===== src/rtl/lcd_pkg.sv =====
// Shared definitions for the HD44780 character-LCD command sequencer:
// FSM state encoding, controller opcodes and the power-up init ROM.
package lcd_pkg;

    typedef enum logic [2:0] {
        PWR_WAIT = 3'd0,
        IDLE     = 3'd1,
        SETUP    = 3'd2,
        EN_HIGH  = 3'd3,
        EXEC     = 3'd4
    } state_e;

    localparam logic [7:0] CLEAR        = 8'h01;
    localparam logic [7:0] HOME         = 8'h02;
    localparam logic [7:0] FUNC_8BIT_2L = 8'h38;
    localparam logic [7:0] DISP_ON      = 8'h0C;
    localparam logic [7:0] ENTRY_INC    = 8'h06;

    localparam int INIT_LEN = 6;

    function automatic logic [7:0] init_rom(input logic [2:0] idx);
        logic [7:0] val;
        case (idx)
            3'd0:    val = FUNC_8BIT_2L;
            3'd1:    val = FUNC_8BIT_2L;
            3'd2:    val = FUNC_8BIT_2L;
            3'd3:    val = DISP_ON;
            3'd4:    val = CLEAR;
            3'd5:    val = ENTRY_INC;
            default: val = 8'h00;
        endcase
        return val;
    endfunction

    // Clear and Home (0x02, and 0x03 which the controller decodes as Home) run ~40x longer.
    function automatic logic is_long_exec(input logic rs, input logic [7:0] db);
        return !rs && ((db == CLEAR) || (db == HOME) || (db == (HOME | 8'h01)));
    endfunction

endpackage


===== src/rtl/lcd_cmd_sequencer_if.sv =====
// Requester-to-sequencer byte handshake: one byte moves when cmd_valid and cmd_ready are both high.
interface lcd_cmd_sequencer_if;
    logic       cmd_valid;
    logic       cmd_ready;
    logic       cmd_rs;
    logic [7:0] cmd_data;

    modport master (output cmd_valid, output cmd_rs, output cmd_data, input cmd_ready);
    modport slave  (input cmd_valid, input cmd_rs, input cmd_data, output cmd_ready);
endinterface


===== src/rtl/lcd_wait_timer.sv =====
// Loadable down-counter: a load of N makes expired rise N cycles later and stay for one cycle
// unless reloaded. Load takes priority over reset so the sequencer can arm the power-up wait in reset.
module lcd_wait_timer #(
    parameter int TW = 23
) (
    input  logic          CLK,
    input  logic          RST,
    input  logic          load,
    input  logic [TW-1:0] load_val,
    output logic          expired
);

    logic [TW-1:0] cnt_q;
    logic [TW-1:0] cnt_d;

    always_comb begin
        cnt_d = cnt_q;
        if (load) begin
            cnt_d = load_val;
        end else if (cnt_q != '0) begin
            cnt_d = cnt_q - TW'(1);
        end
    end

    always_ff @(posedge CLK) begin
        if (RST && !load) begin
            cnt_q <= '0;
        end else begin
            cnt_q <= cnt_d;
        end
    end

    assign expired = (cnt_q == TW'(1));

endmodule


===== src/rtl/lcd_cmd_sequencer.sv =====
// HD44780 bus sequencer: autonomous power-up init, then one requester byte at a time
// with RS/DB setup, E pulse and execution hold-off, all timed by a single shared wait timer.
module lcd_cmd_sequencer
    import lcd_pkg::*;
#(
    parameter int T_POWERUP = 750000,
    parameter int T_SETUP   = 3,
    parameter int T_PULSE   = 12,
    parameter int T_CMD     = 2000,
    parameter int T_CLEAR   = 82000,
    parameter int TW        = 23
) (
    input  logic                CLK,
    input  logic                RST,
    lcd_cmd_sequencer_if.slave  cmd,
    output logic                init_done,
    output logic                busy,
    output logic                lcd_rs,
    output logic                lcd_rw,
    output logic                lcd_en,
    output logic [7:0]          lcd_db
);

    state_e        state_q, state_d;
    logic [2:0]    idx_q, idx_d;
    logic          lcd_rs_q, lcd_rs_d;
    logic [7:0]    lcd_db_q, lcd_db_d;
    logic          init_done_q, init_done_d;
    logic          busy_q, busy_d;
    logic          cmd_rdy;
    logic          tmr_load;
    logic [TW-1:0] tmr_val;
    logic          tmr_expired;

    lcd_wait_timer #(.TW(TW)) u_timer (
        .CLK      (CLK),
        .RST      (RST),
        .load     (tmr_load),
        .load_val (tmr_val),
        .expired  (tmr_expired)
    );

    assign cmd_rdy = (state_q == IDLE) && init_done_q;

    always_comb begin
        state_d     = state_q;
        idx_d       = idx_q;
        lcd_rs_d    = lcd_rs_q;
        lcd_db_d    = lcd_db_q;
        init_done_d = init_done_q;
        tmr_load    = 1'b0;
        tmr_val     = '0;

        case (state_q)
            PWR_WAIT: begin
                if (tmr_expired) begin
                    lcd_rs_d = 1'b0;
                    lcd_db_d = init_rom(idx_q);
                    state_d  = SETUP;
                    tmr_load = 1'b1;
                    tmr_val  = TW'(T_SETUP);
                end
            end
            IDLE: begin
                if (cmd.cmd_valid && cmd_rdy) begin
                    lcd_rs_d = cmd.cmd_rs;
                    lcd_db_d = cmd.cmd_data;
                    state_d  = SETUP;
                    tmr_load = 1'b1;
                    tmr_val  = TW'(T_SETUP);
                end
            end
            SETUP: begin
                if (tmr_expired) begin
                    state_d  = EN_HIGH;
                    tmr_load = 1'b1;
                    tmr_val  = TW'(T_PULSE);
                end
            end
            EN_HIGH: begin
                if (tmr_expired) begin
                    state_d  = EXEC;
                    tmr_load = 1'b1;
                    tmr_val  = is_long_exec(lcd_rs_q, lcd_db_q) ? TW'(T_CLEAR) : TW'(T_CMD);
                end
            end
            EXEC: begin
                if (tmr_expired) begin
                    if (init_done_q) begin
                        state_d = IDLE;
                    end else if (idx_q == 3'(INIT_LEN - 1)) begin
                        idx_d       = 3'(INIT_LEN);
                        init_done_d = 1'b1;
                        state_d     = IDLE;
                    end else begin
                        idx_d    = idx_q + 3'd1;
                        lcd_rs_d = 1'b0;
                        lcd_db_d = init_rom(idx_q + 3'd1);
                        state_d  = SETUP;
                        tmr_load = 1'b1;
                        tmr_val  = TW'(T_SETUP);
                    end
                end
            end
            default: begin
                state_d = PWR_WAIT;
            end
        endcase

        // Arming the power-up wait on the reset edge makes PWR_WAIT last exactly T_POWERUP cycles.
        if (RST) begin
            tmr_load = 1'b1;
            tmr_val  = TW'(T_POWERUP);
        end

        busy_d = (state_d != IDLE);
    end

    always_ff @(posedge CLK) begin
        if (RST) begin
            state_q     <= PWR_WAIT;
            idx_q       <= 3'd0;
            lcd_rs_q    <= 1'b0;
            lcd_db_q    <= 8'h00;
            init_done_q <= 1'b0;
            busy_q      <= 1'b0;
        end else begin
            state_q     <= state_d;
            idx_q       <= idx_d;
            lcd_rs_q    <= lcd_rs_d;
            lcd_db_q    <= lcd_db_d;
            init_done_q <= init_done_d;
            busy_q      <= busy_d;
        end
    end

    assign cmd.cmd_ready = cmd_rdy;
    assign init_done     = init_done_q;
    assign busy          = busy_q;
    assign lcd_rs        = lcd_rs_q;
    assign lcd_rw        = 1'b0;
    assign lcd_en        = (state_q == EN_HIGH);
    assign lcd_db        = lcd_db_q;

endmodule


===== src/flat_wrapper.sv =====
// flat-port wrapper written by rule: the top's interface ports become plain ports
module lcd_cmd_sequencer_flat import lcd_pkg::*;
#(
    parameter int T_POWERUP = 750000,
    parameter int T_SETUP   = 3,
    parameter int T_PULSE   = 12,
    parameter int T_CMD     = 2000,
    parameter int T_CLEAR   = 82000,
    parameter int TW        = 23
)
  (CLK, RST, init_done, busy, lcd_rs, lcd_rw, lcd_en, lcd_db, cmd_cmd_valid, cmd_cmd_rs, cmd_cmd_data, cmd_cmd_ready);
  lcd_cmd_sequencer_if cmd_i ();
  input  logic CLK;
  input  logic RST;
  output logic init_done;
  output logic busy;
  output logic lcd_rs;
  output logic lcd_rw;
  output logic lcd_en;
  output logic [7:0] lcd_db;
  input wire logic [$bits(cmd_i.cmd_valid)-1:0] cmd_cmd_valid;
  input wire logic [$bits(cmd_i.cmd_rs)-1:0] cmd_cmd_rs;
  input wire logic [$bits(cmd_i.cmd_data)-1:0] cmd_cmd_data;
  output wire logic [$bits(cmd_i.cmd_ready)-1:0] cmd_cmd_ready;
  assign cmd_i.cmd_valid = cmd_cmd_valid;
  assign cmd_i.cmd_rs = cmd_cmd_rs;
  assign cmd_i.cmd_data = cmd_cmd_data;
  assign cmd_cmd_ready = cmd_i.cmd_ready;
  lcd_cmd_sequencer #(.T_POWERUP(T_POWERUP), .T_SETUP(T_SETUP), .T_PULSE(T_PULSE), .T_CMD(T_CMD), .T_CLEAR(T_CLEAR), .TW(TW)) u_core (.CLK(CLK), .RST(RST), .cmd(cmd_i), .init_done(init_done), .busy(busy), .lcd_rs(lcd_rs), .lcd_rw(lcd_rw), .lcd_en(lcd_en), .lcd_db(lcd_db));
endmodule

===== config.mk =====
export PLATFORM = sky130hd
export DESIGN_NAME = lcd_cmd_sequencer_flat
export DESIGN_NICKNAME = d
export VERILOG_FILES = /design/src/rtl/lcd_pkg.sv /design/src/rtl/lcd_cmd_sequencer_if.sv /design/src/rtl/lcd_wait_timer.sv /design/src/rtl/lcd_cmd_sequencer.sv /design/src/flat_wrapper.sv
export SDC_FILE = /design/constraint.sdc
export NUM_CORES = 1
export LEC_CHECK = 0
export BUFFER_PORTS_ARGS = -buffer_cell sky130_fd_sc_hd__buf_2
export CORE_ASPECT_RATIO = 1.4
export CORE_MARGIN = 2
export CORE_UTILIZATION = 39
export CTS_BUF_LIST = sky130_fd_sc_hd__clkbuf_8 sky130_fd_sc_hd__clkbuf_16
export CTS_CLUSTER_SIZE = 10
export DETAILED_ROUTE_END_ITERATION = 8
export PLACE_DENSITY = 0.61
export SETUP_SLACK_MARGIN = 0.02
export SLEW_MARGIN = 25
export SYNTH_ARGS = -nofsm -noshare
export SYNTH_HDL_FRONTEND = slang
export SYNTH_SLANG_ARGS = --single-unit

===== constraint.sdc =====
create_clock -name CLK -period 3.5 [get_ports CLK]
set_clock_uncertainty 0.2 [all_clocks]
set_input_delay 0.875 -clock CLK [delete_from_list [all_inputs] [get_ports CLK]]
set_output_delay 0.875 -clock CLK [all_outputs]
set_load 0.05 [all_outputs]

==> metrics, run 1 <==
via count 2203; max cap viols 0; RD Place Congestion about 0.90; clk buf depth 2; ant diodes 0; ys async rst share 0; clock power share 0.340; min Tclk post-route between 3000 and 4000 ps; Power Total 0.849 mW; final period utilization 0.861; Initial DRT Pass Iterations 4; vias per inst approximately 5.9; CP Capture Type flip-flop; # port buffers 24; Slew Limit Fails 0; Syn Inst Count around 280; syn nets 303; # IOs 26; CTS root buffer clkbuf_8; RSZ-0062 raised after global routing no; Synth area leader dfxtp_1; fin area about 2600 µm²; layout cells sized above 1 0.156; crit path kind flip-flop to flip-flop; Pint roughly 0.63 mW; outcome finished clean; initial antenna violation count 0; Worst EP arrival around 3000 ps; die area 6690 µm²; Max IR drop VDD between 100 and 150 µV; post-route setup TNS 0 ps; final hold slack approximately 290 ps; Overflow after GRT 0; Leak approximately 1 nW; post_cts resized 0; Post-Syn Area per Cell 8.36 µm²; antenna-violating nets left 0; share of the yosys chip area belonging to registers 0.340; Die Wd 69.7 µm; H-tree depth 2; Layout fillers between 600 and 700; Post-Place Worst Slack slightly below 500 ps; pwr dens 327 nW/µm²; clk sinks 40; postcts setup bufs 0; Worst-Margin Slew roughly 860 ps; Multi-input gate area around 1400 µm²; # hold bufs at CTS 0; row count 33; Slew headroom 0.429; hold crit path type flip-flop to flip-flop; Synth Register Bits 40; synth top area cells dfxtp_1, ha_1, nor2_1, xor2_1, a21oi_1; DP HPWL 4600 µm; crit-path max FO 14; Die Height about 96 µm; CP startpoint kind flip-flop; DP Area 2520 µm²; Setup-failing EPs final 0; core area a little under 6000 µm²; final setup margin slightly below 500 ps; DRC errors left 0; Synth top cells by count dfxtp_1, nor2_1, a21oi_1, nand2_1, o21ai_0; vias in the first global route ~2100; main flop type after synthesis dfxtp_1; total wire length roughly 6000 µm; clock transition at the registers of the reported paths roughly 80 ps; Iteration-0 DRC Markers between 100 and 150; CTS tree yes; Sequential Power Share 0.573; Comb pwr share 0.086; Final Hold Fails 0; pin count of the biggest net entering global routing 30; routed len/inst ~17 µm; synth unique cells 54; first-pass GRT wire length a little over 10000 µm; Synth top area share 0.340; mapped cell area ~2400 µm²; sw frac 0.253; Num CTS Buffers 5; Fmax achieved 332 MHz; Total GRT Usage 0.192; number of synthesized flops with an enable pin 0; Syn. warnings 0; initial core utilization 0.402; R2R Setup Slk 490 ps; area occupied by registers about 800 µm²; Area growth, synth to finish 10.1%; Sw Pwr between 0.2 and 0.25 mW; Worst-Skew Late Latency 290 ps; Total Nets Final 322; most frequent cell after synthesis dfxtp_1; worst path required time 3510 ps
-- critical path, cell delays in order (launching register included) --
cell and delay [ps]:
dfxtp_1 370, or4_1 680, or4_1 760, o41ai_4 390
buf_4 240, nor2_1 60, a311oi_1 230
-- per-layer routing --
metal	GRT usage	vias to the layer above	routed length (µm)
met2	0.361	37	3210
met4	0.0801	0	159
li1	-	1104	-
met3	0.0366	15	201
met5	0	-	0
met1	0.213	1047	2560
-- final timing paths --
kind | cells after the start | to | start
hold / removal | 2 | u_core.u_timer.cnt_q[12] | u_core.u_timer.cnt_q[12]
setup / recovery | 6 | u_core.lcd_db[3] | u_core.u_timer.cnt_q[13]
setup reg to reg | 6 | u_core.lcd_db[3] | u_core.u_timer.cnt_q[13]
hold reg to reg | 2 | u_core.u_timer.cnt_q[12] | u_core.u_timer.cnt_q[12]
-- final cells by class --
class,count,share of cell area
Multi-Input combinational cell,213,0.550
Tap cell,70,0.0338
Clock buffer,5,0.0265
Inverter,12,0.0174
Clock inverter,2,0.00338
Timing Repair Buffer,29,0.0608
Sequential cell,40,0.309
-- layout by cell type, fill, tap and decap left out, drive strengths merged, types with 8 or more instances in the layout --
cell type and instances:
nor4 12, nor3 8, dfxtp 40, inv 13, or3 8, buf 29, nand3 8, nor2 28
xor2 9, a21oi 15, ha 9, nand2 15, o21ai 15
-- per-stage QoR --
stage | util | instances
6_report | 0.443 | 371
5_1_grt | 0.443 | 371
4_1_cts | 0.443 | 371
3_5_place_dp | 0.429 | 364
3_3_place_gp | 0.429 | 364
2_1_floorplan | - | 282
-- sequential cells by signal, indices dropped and copies added, names as in the netlist --
signal	cells
u_core.lcd_rs	1
u_core.idx_q	3
u_core.init_done	1
u_core.lcd_db	8
u_core.busy	1
u_core.u_timer.cnt_q	23
u_core.state_q	3
-- cells by family after synthesis --
family,count (synthesis),share of synthesized area
and+or+nand+nor,106,0.239
AOI/OAI and AO/OA,82,0.260
DFF,40,0.340
buffers and inverters,29,0.0552
xor gates and xnor gates,14,0.0520
adders and majority gates,9,0.0478
other,1,0.00159
muxes,1,0.00425
-- power by group through the flow --
stage | Sequential [mW] | Combinational (mW) | Clock (mW)
after CTS | 0.487 | 0.0738 | 0.297
after floorplan | 0.495 | 0.0535 | 0
final | 0.487 | 0.0733 | 0.289
after detailed placement | 0.497 | 0.0733 | 0
after global placement | 0.496 | 0.0724 | 0
after global routing | 0.490 | 0.0828 | 0.316
Power figures use the tool's default switching activity.
==> inputs of run 2 (changes only) <==
--- a/config.mk
+++ b/config.mk
@@ -13,6 +13,7 @@
 export CTS_CLUSTER_SIZE = 10
 export DETAILED_ROUTE_END_ITERATION = 8
 export PLACE_DENSITY = 0.61
+export REMOVE_ABC_BUFFERS = 1
 export SETUP_SLACK_MARGIN = 0.02
 export SLEW_MARGIN = 25
 export SYNTH_ARGS = -nofsm -noshare
==> metrics, run 2 (synthesis results as in run 1) <==
outcome finished clean; total wire length between 5000 and 6000 µm; RD Place Congestion between 0.8 and 0.9; initial core utilization 0.402; Util after Layout 0.445; CP startpoint kind flip-flop; hold crit path type flip-flop to flip-flop; clk buf depth 2; initial antenna violation count 0; post-route setup TNS 0 ps; postcts setup bufs 0; Area growth, synth to finish 10.6%; Fmax achieved 327 MHz; layout cells sized above 1 0.156; final period utilization 0.874; vias in the first global route ~2100; Total GRT Usage 0.186; Pint between 0.6 and 0.7 mW; clk sinks 40; Slew Limit Fails 0; Worst EP arrival 3060 ps; CTS tree yes; Initial DRT Pass Iterations 4; Worst Reg-to-Reg Cells 6; final hold slack ~280 ps; die area around 6700 µm²; Placed Instances around 360; crit path kind flip-flop to flip-flop; max reg flops 23; Worst-Margin Slew between 800 and 900 ps; DP Area 2520 µm²; Power Total around 0.87 mW; worst path required time approximately 3500 ps; min Tclk post-route just over 3000 ps; DP HPWL ~4600 µm; Die Wd approximately 70 µm; Sw Pwr approximately 0.22 mW; RSZ-0062 raised after global routing no; pin count of the biggest net entering global routing 30; clock transition at the registers of the reported paths 80 ps; row count 33; vias per inst slightly below 6; commonest cells after routing, fill and taps aside dfxtp_1, nor2_1, buf_2; post_cts resized 0; via count 2197; pwr dens 335 nW/µm²; hold depth 2; Non-Filler Instances 372; Comb pwr share 0.082; commonest non-fill, non-tap cell in the layout dfxtp_1; Post-Place Worst Slack roughly 460 ps; # port buffers 24; fin area about 2600 µm²; Final Hold Fails 0; routed len/inst 16.0 µm; Slew headroom 0.414; H-tree depth 2; Overflow after GRT 0; Setup-failing EPs final 0; Total Nets Final roughly 320; core area slightly below 6000 µm²; Iteration-0 DRC Markers 67; Leak between 0.9 and 1 nW; Num CTS Buffers 5; Die Height ~96 µm; max cap viols 0; Worst-Skew Late Latency slightly below 300 ps; Sequential Power Share 0.557; Max IR drop VDD 163 µV; # hold bufs at CTS 0; clock power share 0.361; crit-path max FO 14; DRC errors left 0; sw frac 0.250; CP Capture Type flip-flop; # IOs 26; final setup margin ~440 ps; CTS root buffer clkbuf_8; ant diodes 0; first-pass GRT wire length a little under 10000 µm; Biggest register u_core.u_timer.cnt_q; antenna-violating nets left 0
==> run 2: cell count changes in the layout (fill, tap and decap cells not counted) <==
cell      previous run  this run
inv_1               13        14
clkinv_2             1         0
clkbuf_8             5         6
==> run 2: layout make-up <==
type	instances	area (µm²)
Fill cell	602	3260
Multi-Input combinational cell	213	1430
Sequential cell	40	801
Timing Repair Buffer	29	158
Tap cell	70	87.6
Clock buffer	6	82.6
Inverter	12	45.0
Clock inverter	2	7.51
==> run 2: critical path, cell delays in order, from the launching register on <==
cell	delay, ps
dfxtp_1	370
or4_1	680
or4_1	780
o41ai_4	420
buf_4	240
nor2_1	50
a311oi_1	220
==> run 2: power by group through the flow <==
| stage | logic [mW] | registers (mW) | clock network [mW] |
|---|---|---|---|
| 3_5_place_dp | 0.0717 | 0.497 | 0 |
| 5_1_grt | 0.0824 | 0.490 | 0.338 |
| 2_1_floorplan | 0.0481 | 0.495 | 0 |
| 6_report | 0.0717 | 0.487 | 0.315 |
| 3_3_place_gp | 0.0714 | 0.496 | 0 |
| 4_1_cts | 0.0720 | 0.487 | 0.320 |
==> run 2: path summary, 6_finish.rpt <==
path | startpoint | to | slack, ps
setup / recovery | u_core.u_timer.cnt_q[13] | u_core.lcd_db[0] | 440
hold reg to reg | u_core.u_timer.cnt_q[12] | u_core.u_timer.cnt_q[12] | 280
hold / removal | u_core.u_timer.cnt_q[12] | u_core.u_timer.cnt_q[12] | 280
setup reg to reg | u_core.u_timer.cnt_q[13] | u_core.lcd_db[0] | 440
==> run 2: per-layer routing <==
layer | GRT usage | up-vias | part of all wire
met5 | 0 | - | 0
met4 | 0.0978 | 0 | 0.036
met3 | 0.0283 | 15 | 0.034
met2 | 0.346 | 54 | 0.52
met1 | 0.206 | 1028 | 0.41
li1 | - | 1100 | -
==> inputs of run 3 (changes only) <==
--- a/config.mk
+++ b/config.mk
@@ -6,16 +6,17 @@
 export NUM_CORES = 1
 export LEC_CHECK = 0
 export BUFFER_PORTS_ARGS = -buffer_cell sky130_fd_sc_hd__buf_2
+export CAP_MARGIN = 30
 export CORE_ASPECT_RATIO = 1.4
 export CORE_MARGIN = 2
 export CORE_UTILIZATION = 39
 export CTS_BUF_LIST = sky130_fd_sc_hd__clkbuf_8 sky130_fd_sc_hd__clkbuf_16
 export CTS_CLUSTER_SIZE = 10
 export DETAILED_ROUTE_END_ITERATION = 8
-export PLACE_DENSITY = 0.61
+export PLACE_DENSITY = 0.63
 export REMOVE_ABC_BUFFERS = 1
 export SETUP_SLACK_MARGIN = 0.02
-export SLEW_MARGIN = 25
+export SLEW_MARGIN = 15
 export SYNTH_ARGS = -nofsm -noshare
 export SYNTH_HDL_FRONTEND = slang
 export SYNTH_SLANG_ARGS = --single-unit
==> constraint.sdc (replaced) <==
create_clock -name CLK -period 2.5 [get_ports CLK]
set_clock_uncertainty 0.2 [all_clocks]
set_input_delay 0.625 -clock CLK [delete_from_list [all_inputs] [get_ports CLK]]
set_output_delay 0.625 -clock CLK [all_outputs]
set_load 0.05 [all_outputs]
==> metrics, run 3 (synthesis results as in run 1) <==
outcome finished, violations left; failing checks setup timing; sw frac 0.250; Total Nets Final approximately 360; commonest non-fill, non-tap cell in the layout buf_4; Slew Limit Fails 0; clk sinks 40; vias per inst between 5 and 6; Die Height roughly 96 µm; min Tclk post-route 2540 ps; Final Hold Fails 0; initial core utilization 0.402; # port buffers 24; CTS root buffer clkbuf_8; total wire length approximately 6700 µm; Layout fillers 588; # IOs 26; crit-path max FO 6; Max IR drop VDD between 300 and 400 µV; Setup-failing EPs final 1; Fmax achieved 394 MHz; max reg flops 23; core area between 5000 and 6000 µm²; die area 6690 µm²; Worst-Margin Slew between 600 and 700 ps; Total GRT Usage 0.202; pin count of the biggest net entering global routing 18; worst path required time 2470 ps; max cap viols 0; Post-Place Worst Slack -279 ps; Area growth, synth to finish 29.1%; CP Capture Type flip-flop; R2R Setup Slk -40 ps; DP HPWL 5040 µm; Util after Layout 0.519; final period utilization 1.02; clock transition at the registers of the reported paths approximately 70 ps; ant diodes 0; Num CTS Buffers 5; CP startpoint kind flip-flop; Sequential Power Share 0.527; hold crit path type flip-flop to flip-flop; DRC errors left 0; Pint around 0.95 mW; clk buf depth 2; commonest cells after routing, fill and taps aside buf_4, dfxtp_1, nor2_1; Overflow after GRT 0; Iteration-0 DRC Markers 160; routed len/inst 16.3 µm; Leak between 1 and 1.5 nW; pwr dens 416 nW/µm²; row count 33; final hold slack a little under 300 ps; Biggest register u_core.u_timer.cnt_q; Worst-Skew Late Latency 300 ps; Sw Pwr between 0.3 and 0.4 mW; antenna-violating nets left 0; initial antenna violation count 0; RSZ-0062 raised after global routing yes; vias in the first global route approximately 2300; layout cells sized above 1 0.299; final setup margin -39.0 ps; Slew headroom 0.559; Comb pwr share 0.127; CTS tree yes; via count roughly 2400; crit path kind flip-flop to flip-flop; Die Wd approximately 70 µm; Worst EP arrival about 2500 ps; H-tree depth 2; # hold bufs at CTS 0; clock power share 0.346; RD Place Congestion between 0.9 and 1; Initial DRT Pass Iterations 4; first-pass GRT wire length roughly 11000 µm
run 3: cell count changes in the layout (fill, tap and decap cells not counted), moves of 3 or more:
| cell | change |
|---|---|
| or4_1 | -4 |
| buf_4 | +37 |
| o2111ai_1 | -4 |
| buf_6 | +5 |
| or4_4 | +4 |
| o2111ai_2 | +3 |
run 3: worst paths after layout:
kind | start | to | depth (start not counted)
max | u_core.u_timer.cnt_q[13] | u_core.u_timer.cnt_q[21] | 7
min reg2reg | u_core.u_timer.cnt_q[12] | u_core.u_timer.cnt_q[12] | 2
max reg2reg | u_core.u_timer.cnt_q[13] | u_core.u_timer.cnt_q[21] | 7
min | u_core.u_timer.cnt_q[12] | u_core.u_timer.cnt_q[12] | 2
run 3: worst max-delay path: stages, from the launching register on:
cell	delay, ps
dfxtp_1	310
or4_4	530
or4_4	600
buf_6	170
or2_4	270
buf_4	150
nand4b_1	100
a21oi_1	90
run 3: layout make-up:
class                   count  area (µm²)  share of cell area
multi-input cells         213        1530               0.502
flip-flops and latches     40         801               0.263
repair buffers             71         492               0.162
well taps                  70        87.6              0.0288
clock buffers               6        82.6              0.0271
inverters                  12        45.0              0.0148
clock inverters             2        7.51             0.00247
run 3: stage by stage:
step	instances	total power, mW	setup TNS (ps)	cell area (µm²)
floorplan	265	0.760	-5950	2270
global placement	403	0.831	-4030	2810
detailed placement	403	0.833	-5070	2810
CTS	411	1.27	-113	2960
global route	414	1.32	-457	3040
finish	414	1.27	-39.0	3040
run 3: power groups by stage:
stage	logic (mW)	registers, mW	clock network [mW]
3_5_place_dp	0.152	0.681	0
2_1_floorplan	0.0673	0.693	0
3_3_place_gp	0.151	0.680	0
5_1_grt	0.175	0.670	0.474
6_report	0.161	0.667	0.439
4_1_cts	0.155	0.667	0.450
run 3: what timing repair did:
item | in CTS | in global routing
buffers inserted | 0 | 2
endpoints found under the setup margin | 35 | 31
cloned | 0 | 1
gates resized for setup | 13 | 15
pin swaps | 3 | 17
run 3: per-layer routing:
metal | wire length [µm] | global-route usage
met5 | 0 | 0
met2 | 3750 | 0.389
met3 | 187 | 0.0272
met4 | 129 | 0.0849
met1 | 2680 | 0.223
